[src/rtl/adder_share_arbiter.sv]
// Round-robin arbiter sharing one registered WIDTH+1-bit adder among NREQ requesters.
// Each served request takes three cycles: grant/latch, add, done pulse.
module adder_share_arbiter #(
  parameter int unsigned NREQ  = 4,
  parameter int unsigned WIDTH = 32,
  parameter int unsigned CNTW  = 16
) (
  input  logic                  clk,
  input  logic                  rst,
  input  logic [NREQ-1:0]       req,
  input  logic [NREQ*WIDTH-1:0] a_in,
  input  logic [NREQ*WIDTH-1:0] b_in,
  output logic [NREQ-1:0]       gnt,
  output logic [NREQ-1:0]       done,
  output logic [WIDTH-1:0]      sum,
  output logic                  carry,
  output logic                  busy,
  output logic [CNTW-1:0]       op_count
);
  localparam int unsigned IDXW = (NREQ > 1) ? $clog2(NREQ) : 1;

  typedef enum logic [1:0] {
    IDLE = 2'd0,
    CALC = 2'd1,
    DONE = 2'd2
  } state_t;

  state_t          state, state_nxt;
  logic [IDXW-1:0] last, win, pick, idx;
  logic            pick_vld;
  logic [WIDTH-1:0] op_a, op_b;
  logic [WIDTH-1:0] a_arr [NREQ];
  logic [WIDTH-1:0] b_arr [NREQ];

  for (genvar i = 0; i < NREQ; i++) begin : g_unpack
    assign a_arr[i] = a_in[i*WIDTH +: WIDTH];
    assign b_arr[i] = b_in[i*WIDTH +: WIDTH];
  end

  // First pending requester after the last winner, wrapping modulo NREQ
  always_comb begin
    pick_vld = 1'b0;
    pick     = '0;
    idx      = '0;
    for (int unsigned k = 1; k <= NREQ; k++) begin
      idx = IDXW'((32'(last) + k) % NREQ);
      if (!pick_vld && req[idx]) begin
        pick_vld = 1'b1;
        pick     = idx;
      end
    end
  end

  always_comb begin
    state_nxt = state;
    case (state)
      IDLE:    if (pick_vld) state_nxt = CALC;
      CALC:    state_nxt = DONE;
      DONE:    state_nxt = IDLE;
      default: state_nxt = IDLE;
    endcase
  end

  always_ff @(posedge clk or posedge rst) begin
    if (rst) begin
      state    <= IDLE;
      last     <= IDXW'(NREQ - 1);
      win      <= '0;
      op_a     <= '0;
      op_b     <= '0;
      gnt      <= '0;
      done     <= '0;
      sum      <= '0;
      carry    <= 1'b0;
      busy     <= 1'b0;
      op_count <= '0;
    end else begin
      state <= state_nxt;
      busy  <= (state_nxt != IDLE);
      done  <= '0;
      case (state)
        IDLE: begin
          if (pick_vld) begin
            op_a <= a_arr[pick];
            op_b <= b_arr[pick];
            win  <= pick;
            gnt  <= NREQ'(1'b1) << pick;
          end
        end
        CALC: begin
          {carry, sum} <= {1'b0, op_a} + {1'b0, op_b};
          done         <= NREQ'(1'b1) << win;
        end
        DONE: begin
          last     <= win;
          gnt      <= '0;
          op_count <= op_count + CNTW'(1);
        end
        default: ;
      endcase
    end
  end

endmodule

[config.mk]
export PLATFORM = sky130hd
export DESIGN_NAME = adder_share_arbiter
export DESIGN_NICKNAME = d
export VERILOG_FILES = /design/src/rtl/adder_share_arbiter.sv
export SDC_FILE = /design/constraint.sdc
export NUM_CORES = 1
export LEC_CHECK = 0
export BUFFER_PORTS_ARGS = -buffer_cell sky130_fd_sc_hd__buf_4
export CAP_MARGIN = 20
export CORE_MARGIN = 4
export CORE_UTILIZATION = 40
export DETAILED_ROUTE_END_ITERATION = 8
export PLACE_DENSITY_LB_ADDON = 0.2
export RECOVER_POWER = 100
export REMOVE_ABC_BUFFERS = 1
export SYNTH_ARGS = -nofsm -noshare
export SYNTH_HDL_FRONTEND = slang
export SYNTH_SLANG_ARGS = --single-unit
[constraint.sdc]
create_clock -name clk -period 7 [get_ports clk]
set_clock_uncertainty 0.2 [all_clocks]
set_input_delay 2.1 -clock clk [delete_from_list [all_inputs] [get_ports clk]]
set_output_delay 2.1 -clock clk [all_outputs]
set_load 0.005 [all_outputs]
# Word level (Yosys, flattened, before mapping)
# Cells that the tools add are included.
classes:
  n_reduce_logical: 11
  shifts: 2
  magnitude_cmp: 5
  add_sub_neg: 6
  eq_ne: 3
  bitwise: 1
  n_mux: 27
ops:
  columns: ["cell", "n"]
  rows:
  - ["binary-select mux 32 bit (select 2 bit)", 2]
  - ["2-to-1 mux 32 bit", 4]
  - ["adder 32 x 32 -> 33 bit", 1]
  - ["adder 16 x 1 -> 16 bit (second input constant)", 1]
  - ["less-than comparator 2 x 3 -> 1 bit (second input constant)", 4]
  - ["2-to-1 mux 2 bit", 5]
  - ["binary-select mux 1 bit (select 2 bit)", 4]
  - ["2-to-1 mux 1 bit", 8]
  - ["2-to-1 mux 4 bit", 2]
  - ["one-hot mux 4 bit (2 select lines)", 1]
  - ["left shift 1 x 2 -> 4 bit (first input constant)", 2]
  - ["adder 2 x 1 -> 2 bit (second input constant)", 2]
  - ["adder 2 bit (second input constant)", 2]
  - ["one-hot mux 2 bit (2 select lines)", 1]
  - ["AND reduction 2 bit", 2]
  - ["nonzero test 2 bit", 2]
  - ["greater-or-equal comparator 3 bit (second input constant)", 1]
  - ["logical AND 1 bit", 3]
  - ["logical NOT 1 bit", 3]
  - ["NOT 2 -> 3 bit", 1]
  - ["equality test 2 x 1 -> 1 bit (second input constant)", 1]
  - ["equality test 2 bit (second input constant)", 1]
  - ["logical NOT 2 bit", 1]
  - ["inequality test 2 bit (second input constant)", 1]
word_totals:
  regBits: 128
  elab_cells: 66
  output_inout_bits: 58

# Depth between registers and ports, before layout
# Gate-level depths: netlist (run 1).
depth:
  ltp_word: 17
  mapped_depth: 11
  mapped_depth_nobuf: 10

# Worst setup path after synthesis (run 1)
# No wires, ideal clock.
synth_path:
  path_kind: "input-to-reg"
  start: "in req[1]"
  end: "reg op_b[10]"
  slack_ns: 3.099
  t_arrival_ns: 3.577
  setup_time_ns: 0.125
  cell_stages: 7
  cell_sequence: "nor4_1 -> a21o_1 -> buf_2 -> nor2_1 -> buf_4 -> clkbuf_1 -> mux2_2"
synth_via:
  elab_chain_len: 16
  elab_cells_between_ends: 27
synth_rtl:
  columns: ["element", "line_no", "source"]
  rows:
  - ["from (decl)", "10", "input logic [NREQ-1:0] req,"]
  - ["binary-select mux 1 bit (select 2 bit)", "47", "if (!pick_vld && req[idx]) begin"]
  - ["2-to-1 mux 1 bit (not written as such)", "47", null]
  - ["2-to-1 mux 1 bit", "47", null]
  - ["logical NOT 1 bit", "47", null]
  - ["logical AND 1 bit", "47", null]
  - ["2-to-1 mux 1 bit", "47", null]
  - ["logical NOT 1 bit", "47", null]
  - ["logical AND 1 bit", "47", null]
  - ["2-to-1 mux 1 bit", "47", null]
  - ["logical NOT 1 bit", "47", null]
  - ["logical AND 1 bit", "47", null]
  - ["2-to-1 mux 2 bit", "47", null]
  - ["NOT 2 -> 3 bit (not written as such)", "85", "op_b <= b_arr[pick];"]
  - ["binary-select mux 32 bit (select 2 bit)", "85", null]
  - ["2-to-1 mux 32 bit (not written as such) (2 in series)", "85", null]
  - ["to (signal assigned)", "85", null]
  - ["to (decl)", "31", "logic [WIDTH-1:0] op_a, op_b;"]
# Parallel ways exist; a longest one is shown, timed or not. The select of a mux whose other input is x is not followed.
# A chain may end at the register's enable or synchronous reset.

# Worst setup path after layout (run 1)
layout_path:
  start: "in req[2]"
  end: "reg op_a[31]"
layout_via:
  elab_chain_len: 16
  elab_cells_between_ends: 27
layout_rtl:
  columns: ["element", "line_no", "source"]
  rows:
  - ["binary-select mux 1 bit (select 2 bit)", "47", null]
  - ["2-to-1 mux 1 bit (not written as such)", "47", null]
  - ["2-to-1 mux 1 bit", "47", null]
  - ["logical NOT 1 bit", "47", null]
  - ["logical AND 1 bit", "47", null]
  - ["2-to-1 mux 1 bit", "47", null]
  - ["logical NOT 1 bit", "47", null]
  - ["logical AND 1 bit", "47", null]
  - ["2-to-1 mux 1 bit", "47", null]
  - ["logical NOT 1 bit", "47", null]
  - ["logical AND 1 bit", "47", null]
  - ["2-to-1 mux 2 bit", "47", null]
  - ["NOT 2 -> 3 bit (not written as such)", "84", "op_a <= a_arr[pick];"]
  - ["binary-select mux 32 bit (select 2 bit)", "84", null]
  - ["2-to-1 mux 32 bit (not written as such) (2 in series)", "84", null]
  - ["to (signal assigned)", "84", null]
  - ["to (decl)", "31", null]
# Parallel ways exist; a longest one is shown, timed or not. The select of a mux whose other input is x is not followed.

==> results.toml, run 1 <==
[synthesis]
ys_seq_area_frac = 0.381
netlist_area_um2 = 8410
synth_top_area_frac = 0.375
syn_area_per_cell_um2 = 8.23
synth_top_area_cell = "dfrtp_1"
synth-seq-cells = 128
ys_top_cells_by_count = "nand2_1 (333), dfrtp_1 (126), a31oi_1 (73)"
ys_types = 60
ys_async_sr_fraction = 1.00
synth_ff_type = "dfrtp_1"
syn_inst = 1021
yosysMostFrequentCell = "nand2_1"
yosys_warnings = 0
ys_top_cells_by_area = "dfrtp_1 (38%), nand2_1 (15%), mux2_2 (8.7%), a31oi_1 (5.4%), and3_1 (5.2%)"
synth_edf_count = 0

[setup_path]
setup.worst_path.class = "in -> reg"
critPathArrivalTime_ps = 5530
max_stage_delay_ps = 1670
slowest_stage = "nor2_1"
worstPathRequired_ps = 7100
startpoint_type = "primary input"
path_common_cell = "a31oi_1"
cp_top_family = "simple AND/OR/NAND/NOR gates"
cp_cell_sequence = "clkbuf_1 > inv_1 > a22oi_1 > o22ai_1 > a31oi_1 > nor2_1 > buf_4 > a31oi_1 > mux2_2"
critPathBufInv = 3
reg2reg_slack_ps = 2840
crit_path_end_kind = "flop"
cp_max_fo = 35

[clocking]
cts_setup_buffers = 0
cts_resized = 0
clock_latency_ps = 420
cts_tree = "done"
h-tree-depth = 4
clock_path_buffers = 2
cts_root_buf = "clkbuf_16"
numCtsBuffers = 17
holdBufCountCts = 0
path_clk_slew_ps = 60
cts.sinks = 128

[power]
powerDensity_nw_per_um2 = 485
vdd_drop_max_uv = 205
leakage_nw = 5.56
total_power_mw = 5.52

[floorplan]
core_area_um2 = 20400
fp.dieArea_um2 = 23400
die_y_um = 153
io_pins = 320
fp.dieW_um = 153
start_util = 0.411
rows = 52

[run_status]
violations = "max-capacitance violations, max-slew violations"
status = "complete, but fails checks"

[global_route]
grt_pass1_wl_um = 40500
grt_pass1_vias = 8275
grt_max_degree = 94
grt_overflow = 0
antenna_found_initial = 0
grt_usage = 0.207

[detailed_routing]
routedWlPerCell_um = 15.5
wl_met1_um = 10900
drc_errors = 0
drtIter0Drc = 394
drtAntennaViolNets = 0
routed_via_density = 5.22
first_pass_iters = 5
met3_length_um = 1620
via_count = 8281
totalWireLength_um = 24600
dr_wl_met2_um = 11700
highest_layer = "met4"

[final_layout]
postLayoutCellArea_um2 = 11400
fill_cells = 1971
final_nets = 1599
layout-drive-gt1-share = 0.299
antennaDiodeCount = 0
finalNonFillerCells = 1586
final_util = 0.556
syn2layout_area_growth_pct = 35.2

[placed_design]
dp_hpwl_um = 18400
placed_cell_area_um2 = 11000
place.gp.congestion = 0.848
dp_cells = 1553
portBuffers = 319
post-place-ws_ps = 2070

[worst_hold_path]
hp-class = "reg -> reg"

[sta]
finalMaxSlewViolations = 202
max_slew_margin = -1.23
setup_slack_ps = 1570
setup_viol = 0
fin_crit_ps = 5430
maxClockFrequency_ghz = 0.184
fin_crit_sh = 0.776
rsz0062_at_grt = "no"
final-hold-violation-count = 0
worst_slew_pin_slew_ps = 3330
holdWs_ps = 262
final.setup.tns_ps = 0

[job]
maxCapViolCount = 4
final cells by class:
type	instances	area (µm²)	area share
clock buffers	18	439	0.0386
clock inverters	14	130	0.0115
repair buffers	328	2340	0.206
inverters	11	42.5	0.00374
well taps	270	338	0.0297
flip-flops and latches	128	3210	0.282
multi-input cells	817	4870	0.429
final timing paths:
| kind | startpoint | cells after the start | endpoint |
|---|---|---|---|
| max reg2reg | last[1] | 7 | op_a[31] |
| max | req[2] | 9 | op_a[31] |
| min reg2reg | op_count[15] | 1 | op_count[15] |
| min in group asynchronous | rst | 2 | op_a[29] |
| max in group asynchronous | rst | 3 | sum[9] |
| min | op_count[15] | 1 | op_count[15] |
sequential cells by signal, summed over array words and instances (netlist names), 2 cells and up:
| name | count |
|---|---|
| done | 4 |
| win | 2 |
| sum | 32 |
| op_b | 32 |
| state | 2 |
| op_count | 16 |
| op_a | 32 |
| last | 2 |
| gnt | 4 |
cells in the final DEF, fill, tap and decap left out, types with 3 or more instances in the layout:
cell type	n
clkbuf_4	25
clkinv_2	3
a21boi_0	5
and3_1	70
inv_1	10
xor2_1	19
or3_1	4
clkinv_4	4
ha_1	33
nor2b_1	3
nor3_1	5
and2_1	3
nor2_1	26
o21ai_0	34
mux2_2	65
nand2_1	333
nand4_1	5
a21o_1	18
xnor2_1	17
clkbuf_1	39
nand3_1	11
a21oi_1	35
clkbuf_16	17
inv_6	4
nand2b_1	3
buf_4	263
o211ai_1	3
dfrtp_1	126
o31ai_1	4
a31oi_1	75
o21a_1	8
cell families after synthesis:
kind of cell               after synthesis  share of synthesized area
AOI/OAI and AO/OA                      207                      0.160
DFF                                    128                      0.381
and+or+nand+nor                        474                      0.245
buffers and inverters                   76                     0.0362
adders and majority gates               34                     0.0515
xor gates and xnor gates                36                     0.0375
muxes                                   66                     0.0883
where the power goes:
part | switching [mW] | internal (mW) | total (mW) | leakage (nW)
combinational | 1.85 | 1.51 | 3.36 | 3.74
clock | 0.343 | 0.501 | 0.844 | 0.277
sequential | 0.208 | 1.11 | 1.32 | 1.54
total | 2.40 | 3.12 | 5.52 | 5.56
worst reg2reg max path, cell delays in order, from the launching register on:
cell	delay, ps
dfstp_2	610
a22oi_1	120
o22ai_1	150
a31oi_1	100
nor2_1	1670
buf_4	670
a31oi_1	230
mux2_2	310
routing by layer:
layer,GRT usage,vias to the layer above
met5,0,-
met4,0.0552,0
met3,0.0563,32
met2,0.344,253
met1,0.268,3867
li1,-,4129
Note: power is estimated with default switching activity, not from simulation.
==> run 2, diff against run 1 <==
==> constraint.sdc (replaced) <==
create_clock -name clk -period 4.4 [get_ports clk]
set_clock_uncertainty 0.2 [all_clocks]
set_input_delay 1.32 -clock clk [delete_from_list [all_inputs] [get_ports clk]]
set_output_delay 1.32 -clock clk [all_outputs]
set_load 0.005 [all_outputs]
==> run 2 against run 1 <==
Against the previous run:
- the run still ends with max-capacitance violations, max-slew violations left
- critical endpoint is now op_a[3]
- non-clock buffer count up 1
- die area unchanged
- global-route usage about the same
- sequential cell count unchanged
- hold slack better by 1.6 ps
- largest cell class unchanged
- design area up 1.4%
- largest power group unchanged
==> results.toml, run 2 (synthesis gave the netlist of run 1 again) <==
[sta]
rsz0062_at_grt = "no"
final-hold-violation-count = 0
max_slew_margin = -0.295
holdWs_ps = 264
maxClockFrequency_ghz = 0.296
finalMaxSlewViolations = 92
final.setup.tns_ps = 0
worst_slew_pin_slew_ps = 1940
fin_crit_ps = 3380
fin_crit_sh = 0.768
setup_viol = 0

[clocking]
cts_setup_buffers = 0
path_clk_slew_ps = 60
clock_path_buffers = 2
cts_resized = 0
holdBufCountCts = 0
clock_latency_ps = 430
cts_root_buf = "clkbuf_16"
h-tree-depth = 4
cts.sinks = 128
numCtsBuffers = 17
cts_tree = "done"

[floorplan]
start_util = 0.411
core_area_um2 = 20400
rows = 52
io_pins = 320
die_y_um = 153
fp.dieW_um = 153
fp.dieArea_um2 = 23400

[placed_design]
dp_hpwl_um = 18300
dp_cells = 1555
portBuffers = 319
place.gp.congestion = 0.855

[power]
powerDensity_nw_per_um2 = 780
vdd_drop_max_uv = 292
leakage_nw = 5.62
total_power_mw = 8.98

[global_route]
grt_pass1_wl_um = 40300
antenna_found_initial = 0
grt_usage = 0.207
grt_overflow = 0
grt_pass1_vias = 8096
grt_max_degree = 131

[detailed_routing]
routedWlPerCell_um = 15.4
drc_errors = 0
drtIter0Drc = 447
drtAntennaViolNets = 0
routed_via_density = 5.23
totalWireLength_um = 24500
via_count = 8297
first_pass_iters = 5

[final_layout]
syn2layout_area_growth_pct = 37.0
final_util = 0.564
final_cell_mix = "nand2_1 (333), buf_4 (263), dfrtp_1 (126), a31oi_1 (75), and3_1 (70)"
antennaDiodeCount = 0
fill_cells = 1951
reg.largest.list = "op_a x32, op_b x32, sum x32"
multiInputGateArea_um2 = 4900
final_nets = 1600
final_common_cell = "nand2_1"
layout-drive-gt1-share = 0.303
finalNonFillerCells = 1587
seq_area_um2 = 3210

[setup_path]
worstReg2RegStart = "op_a[0]"
slowest_stage = "nor2_4"
ff2ff_path_depth = 10
cp_cell_sequence = "clkbuf_1 > nor4_1 > clkbuf_1 > a21o_1 > nor2_4 > buf_12 > mux2_2"
critPathArrivalTime_ps = 3480
cp.depth = 7
critPathBufInv = 3
startpoint = "req[1]"
cp_top_family = "simple AND/OR/NAND/NOR gates"
worstPathRequired_ps = 4510
worst_r2r_endpoint = "sum[28]"
startpoint_type = "primary input"
reg2reg_slack_ps = 1040
crit_path_end_kind = "flop"
path_common_cell = "clkbuf_1"
setup.worst_path.class = "in -> reg"
critPathCapture = "op_a[3]"
max_stage_delay_ps = 760
cp_max_fo = 39

[worst_hold_path]
hp-class = "reg -> reg"

[run_status]
violations = "max-capacitance violations, max-slew violations"
status = "complete, but fails checks"

[job]
maxCapViolCount = 1
==> run 2: power by group <==
group          switching (mW)  internal [mW]  total [mW]  leakage (nW)
logic                    2.97           2.41        5.38          3.77
registers               0.320           1.76        2.08          1.54
clock network           0.563          0.954        1.52         0.308
==> run 2: per-layer routing <==
metal  up-vias  GRT usage  share of wire
met5         -          0              0
met4         0     0.0501          0.012
met3        24     0.0526          0.065
met2       245      0.350           0.49
met1      3880      0.268           0.44
li1       4148          -              -
==> run 2: cell type report <==
class                      instances  area share
clock buffer                      17      0.0369
clock inverter                    15      0.0180
inverter                          11     0.00391
multi-input combinational        817       0.426
sequential                       128       0.278
tap                              270      0.0293
timing repair buffer             329       0.208
==> run 2: stage by stage <==
stage / worst slack (ps) / area, µm²
after detailed placement: 617 / 11100
final: 1020 / 11500
after global routing: 793 / 11500
after CTS: 1070 / 11700
after floorplan: -1980 / 8140
after global placement: 672 / 11100
==> run 2: worst min path at each step <==
stage / from / slack [ps] / depth (start not counted) / to
final: op_count[15] / 260 / 1 / op_count[15]
after detailed placement: op_count[15] / 260 / 1 / op_count[15]
after global placement: op_count[15] / 260 / 1 / op_count[15]
after floorplan: sum[21] / 260 / 2 / sum[21]
after CTS: op_count[15] / 270 / 1 / op_count[15]
after global routing: sum[21] / 290 / 2 / sum[21]
==> run 2: worst register-to-register path, stage by stage (launching register included) <==
cell	delay, ps
dfrtp_1	380
ha_1	230
fa_1	420
a21o_1	220
a31oi_1	260
o211ai_1	240
o21ai_0	400
a31oi_1	250
a31oi_1	350
xor2_1	200
o21ai_0	90
==> run 3, diff against run 2 <==
==> constraint.sdc (replaced) <==
create_clock -name clk -period 2.8 [get_ports clk]
set_clock_uncertainty 0.2 [all_clocks]
set_input_delay 0.84 -clock clk [delete_from_list [all_inputs] [get_ports clk]]
set_output_delay 0.84 -clock clk [all_outputs]
set_load 0.005 [all_outputs]
==> run 3 against run 2 <==
Against the previous run:
- the flow now finishes without violations
- via count grew 1.8%
- worst setup slack lost 1000 ps
- global-route usage grew 0.077 points
- critical path depth grew 3
- non-clock buffer count grew 37
- total power grew 71%
- count of clock-buffer cells in the layout grew 1
- critical endpoint is now sum[29]
- largest cell class unchanged
==> results.toml, run 3 (synthesis gave the netlist of run 1 again) <==
[floorplan]
rows = 52
start_util = 0.411
die_y_um = 153
fp.dieW_um = 153
fp.dieArea_um2 = 23400
io_pins = 320
core_area_um2 = 20400

[final_layout]
syn2layout_area_growth_pct = 44.3
final_cell_mix = "nand2_1 (332), buf_4 (288), dfrtp_1 (126), a31oi_1 (71), and3_1 (70)"
layout-drive-gt1-share = 0.343
seq_area_um2 = 3210
fill_cells = 1866
postLayoutCellArea_um2 = 12100
final_common_cell = "nand2_1"
multiInputGateArea_um2 = 5070
final_nets = 1637
reg.largest.list = "op_a x32, op_b x32, sum x32"
finalNonFillerCells = 1625

[detailed_routing]
drtIter0Drc = 470
highest_layer = "met4"
dr_wl_met2_um = 12100
via_count = 8446
drc_errors = 0
drtAntennaViolNets = 0
met3_length_um = 1340
wl_met1_um = 11300
totalWireLength_um = 25200
routed_via_density = 5.20
routedWlPerCell_um = 15.5
first_pass_iters = 5

[clocking]
numCtsBuffers = 17
h-tree-depth = 4
cts_tree = "done"
cts_root_buf = "clkbuf_16"
clock_latency_ps = 420
clock_path_buffers = 2
path_clk_slew_ps = 60
cts.sinks = 128

[power]
power.switching_fraction = 0.418
power.switching_mw = 6.40
comb_power_share = 0.620
leakage_nw = 5.89
seq_power_share = 0.216
power.share.clock = 0.164
vdd_drop_max_uv = 523
powerDensity_nw_per_um2 = 1260
p_int_mw = 8.93

[sta]
final-hold-violation-count = 0
fin_crit_ps = 2800
fin_crit_sh = 0.998
setup_slack_ps = 4.93
rsz0062_at_grt = "yes"
worst_slew_pin_slew_ps = 1060
max_slew_margin = 0.289
finalMaxSlewViolations = 0
maxClockFrequency_ghz = 0.358
setup_viol = 0

[setup_path]
ff2ff_path_depth = 10
cp_top_family = "compound AO/OA/AOI/OAI gates"
worst_r2r_endpoint = "sum[29]"
cp_max_fo = 3
critPathBufInv = 1
reg2reg_slack_ps = 5
startpoint_type = "flop"
setup.worst_path.class = "reg -> reg"
worstPathRequired_ps = 2920
cp_cell_sequence = "ha_1 > a21oi_2 > nand4b_1 > a31oi_2 > o221ai_2 > a2111oi_4 > buf_4 > o21ai_2 > and3_1 > o31ai_1"
worstReg2RegStart = "op_b[1]"
max_stage_delay_ps = 410
crit_path_end_kind = "flop"
critPathArrivalTime_ps = 2920
slowest_stage = "a2111oi_4"

[global_route]
grt_pass1_vias = 8310
antenna_found_initial = 2
grt_pass1_wl_um = 40800
grt_max_degree = 63
grt_usage = 0.208
grt_overflow = 0

[worst_hold_path]
hp-class = "reg -> reg"
hp-start = "op_count[15]"
hold_depth = 1
holdPathEnd = "op_count[15]"

[job]
maxCapViolCount = 0

[placed_design]
post-place-ws_ps = -199
portBuffers = 319
placed_cell_area_um2 = 11400
dp_hpwl_um = 19200
place.gp.congestion = 0.895
dp_cells = 1587

[run_status]
status = "completed"
## run 3: worst max-delay path by stage
stage                  from  endpoint  depth (start not counted)
floorplan            req[3]   op_a[0]                          5
global placement    op_a[0]     carry                         10
detailed placement  op_a[0]     carry                         10
CTS                 op_b[1]   sum[29]                          9
global route        op_b[1]   sum[25]                          9
finish              op_b[1]   sum[29]                         10
## run 3: layer usage
layer | up-vias | track usage
met3 | 34 | 0.0486
met1 | 3951 | 0.274
met5 | - | 0
li1 | 4219 | -
met2 | 242 | 0.345
met4 | 0 | 0.0577
## run 3: layout make-up
class / count / area share
diodes: 2 / 0.000413
clock buffers: 18 / 0.0362
repair buffers: 366 / 0.230
clock inverters: 13 / 0.0192
flip-flops and latches: 128 / 0.264
inverters: 11 / 0.00371
multi-input cells: 817 / 0.419
well taps: 270 / 0.0279
## run 3: repair_timing
action | 4_1_cts | 5_1_grt
setup endpoints to repair | 11 | 18
gates resized for setup | 13 | 18
hold buffers | 0 | 0
setup buffers | 3 | 2
pin swaps | 11 | 12
## run 3: per-stage QoR
step | util | hold WS (ps) | total power [mW] | TNS [ps]
floorplan | - | 263 | 9.57 | -421140
global placement | 0.558 | 252 | 12.5 | -281
detailed placement | 0.558 | 259 | 12.6 | -838
CTS | 0.596 | 271 | 15.4 | -40.1
global route | 0.594 | 291 | 16.6 | -716
finish | 0.594 | 262 | 15.3 | 0
## run 3: worst register-to-register path: stages, from the launching register on
cell,delay [ps]
dfrtp_1,400
ha_1,300
a21oi_2,60
nand4b_1,290
a31oi_2,310
o221ai_2,180
a2111oi_4,410
buf_4,180
o21ai_2,50
and3_1,150
o31ai_1,170
## run 3: power by group through the flow
stage / logic [mW] / clock network, mW / registers [mW]
final: 9.51 / 2.52 / 3.31
after floorplan: 6.35 / 0 / 3.21
after global routing: 10.6 / 2.65 / 3.42
after CTS: 9.57 / 2.56 / 3.31
after detailed placement: 9.28 / 0 / 3.34
after global placement: 9.16 / 0 / 3.32
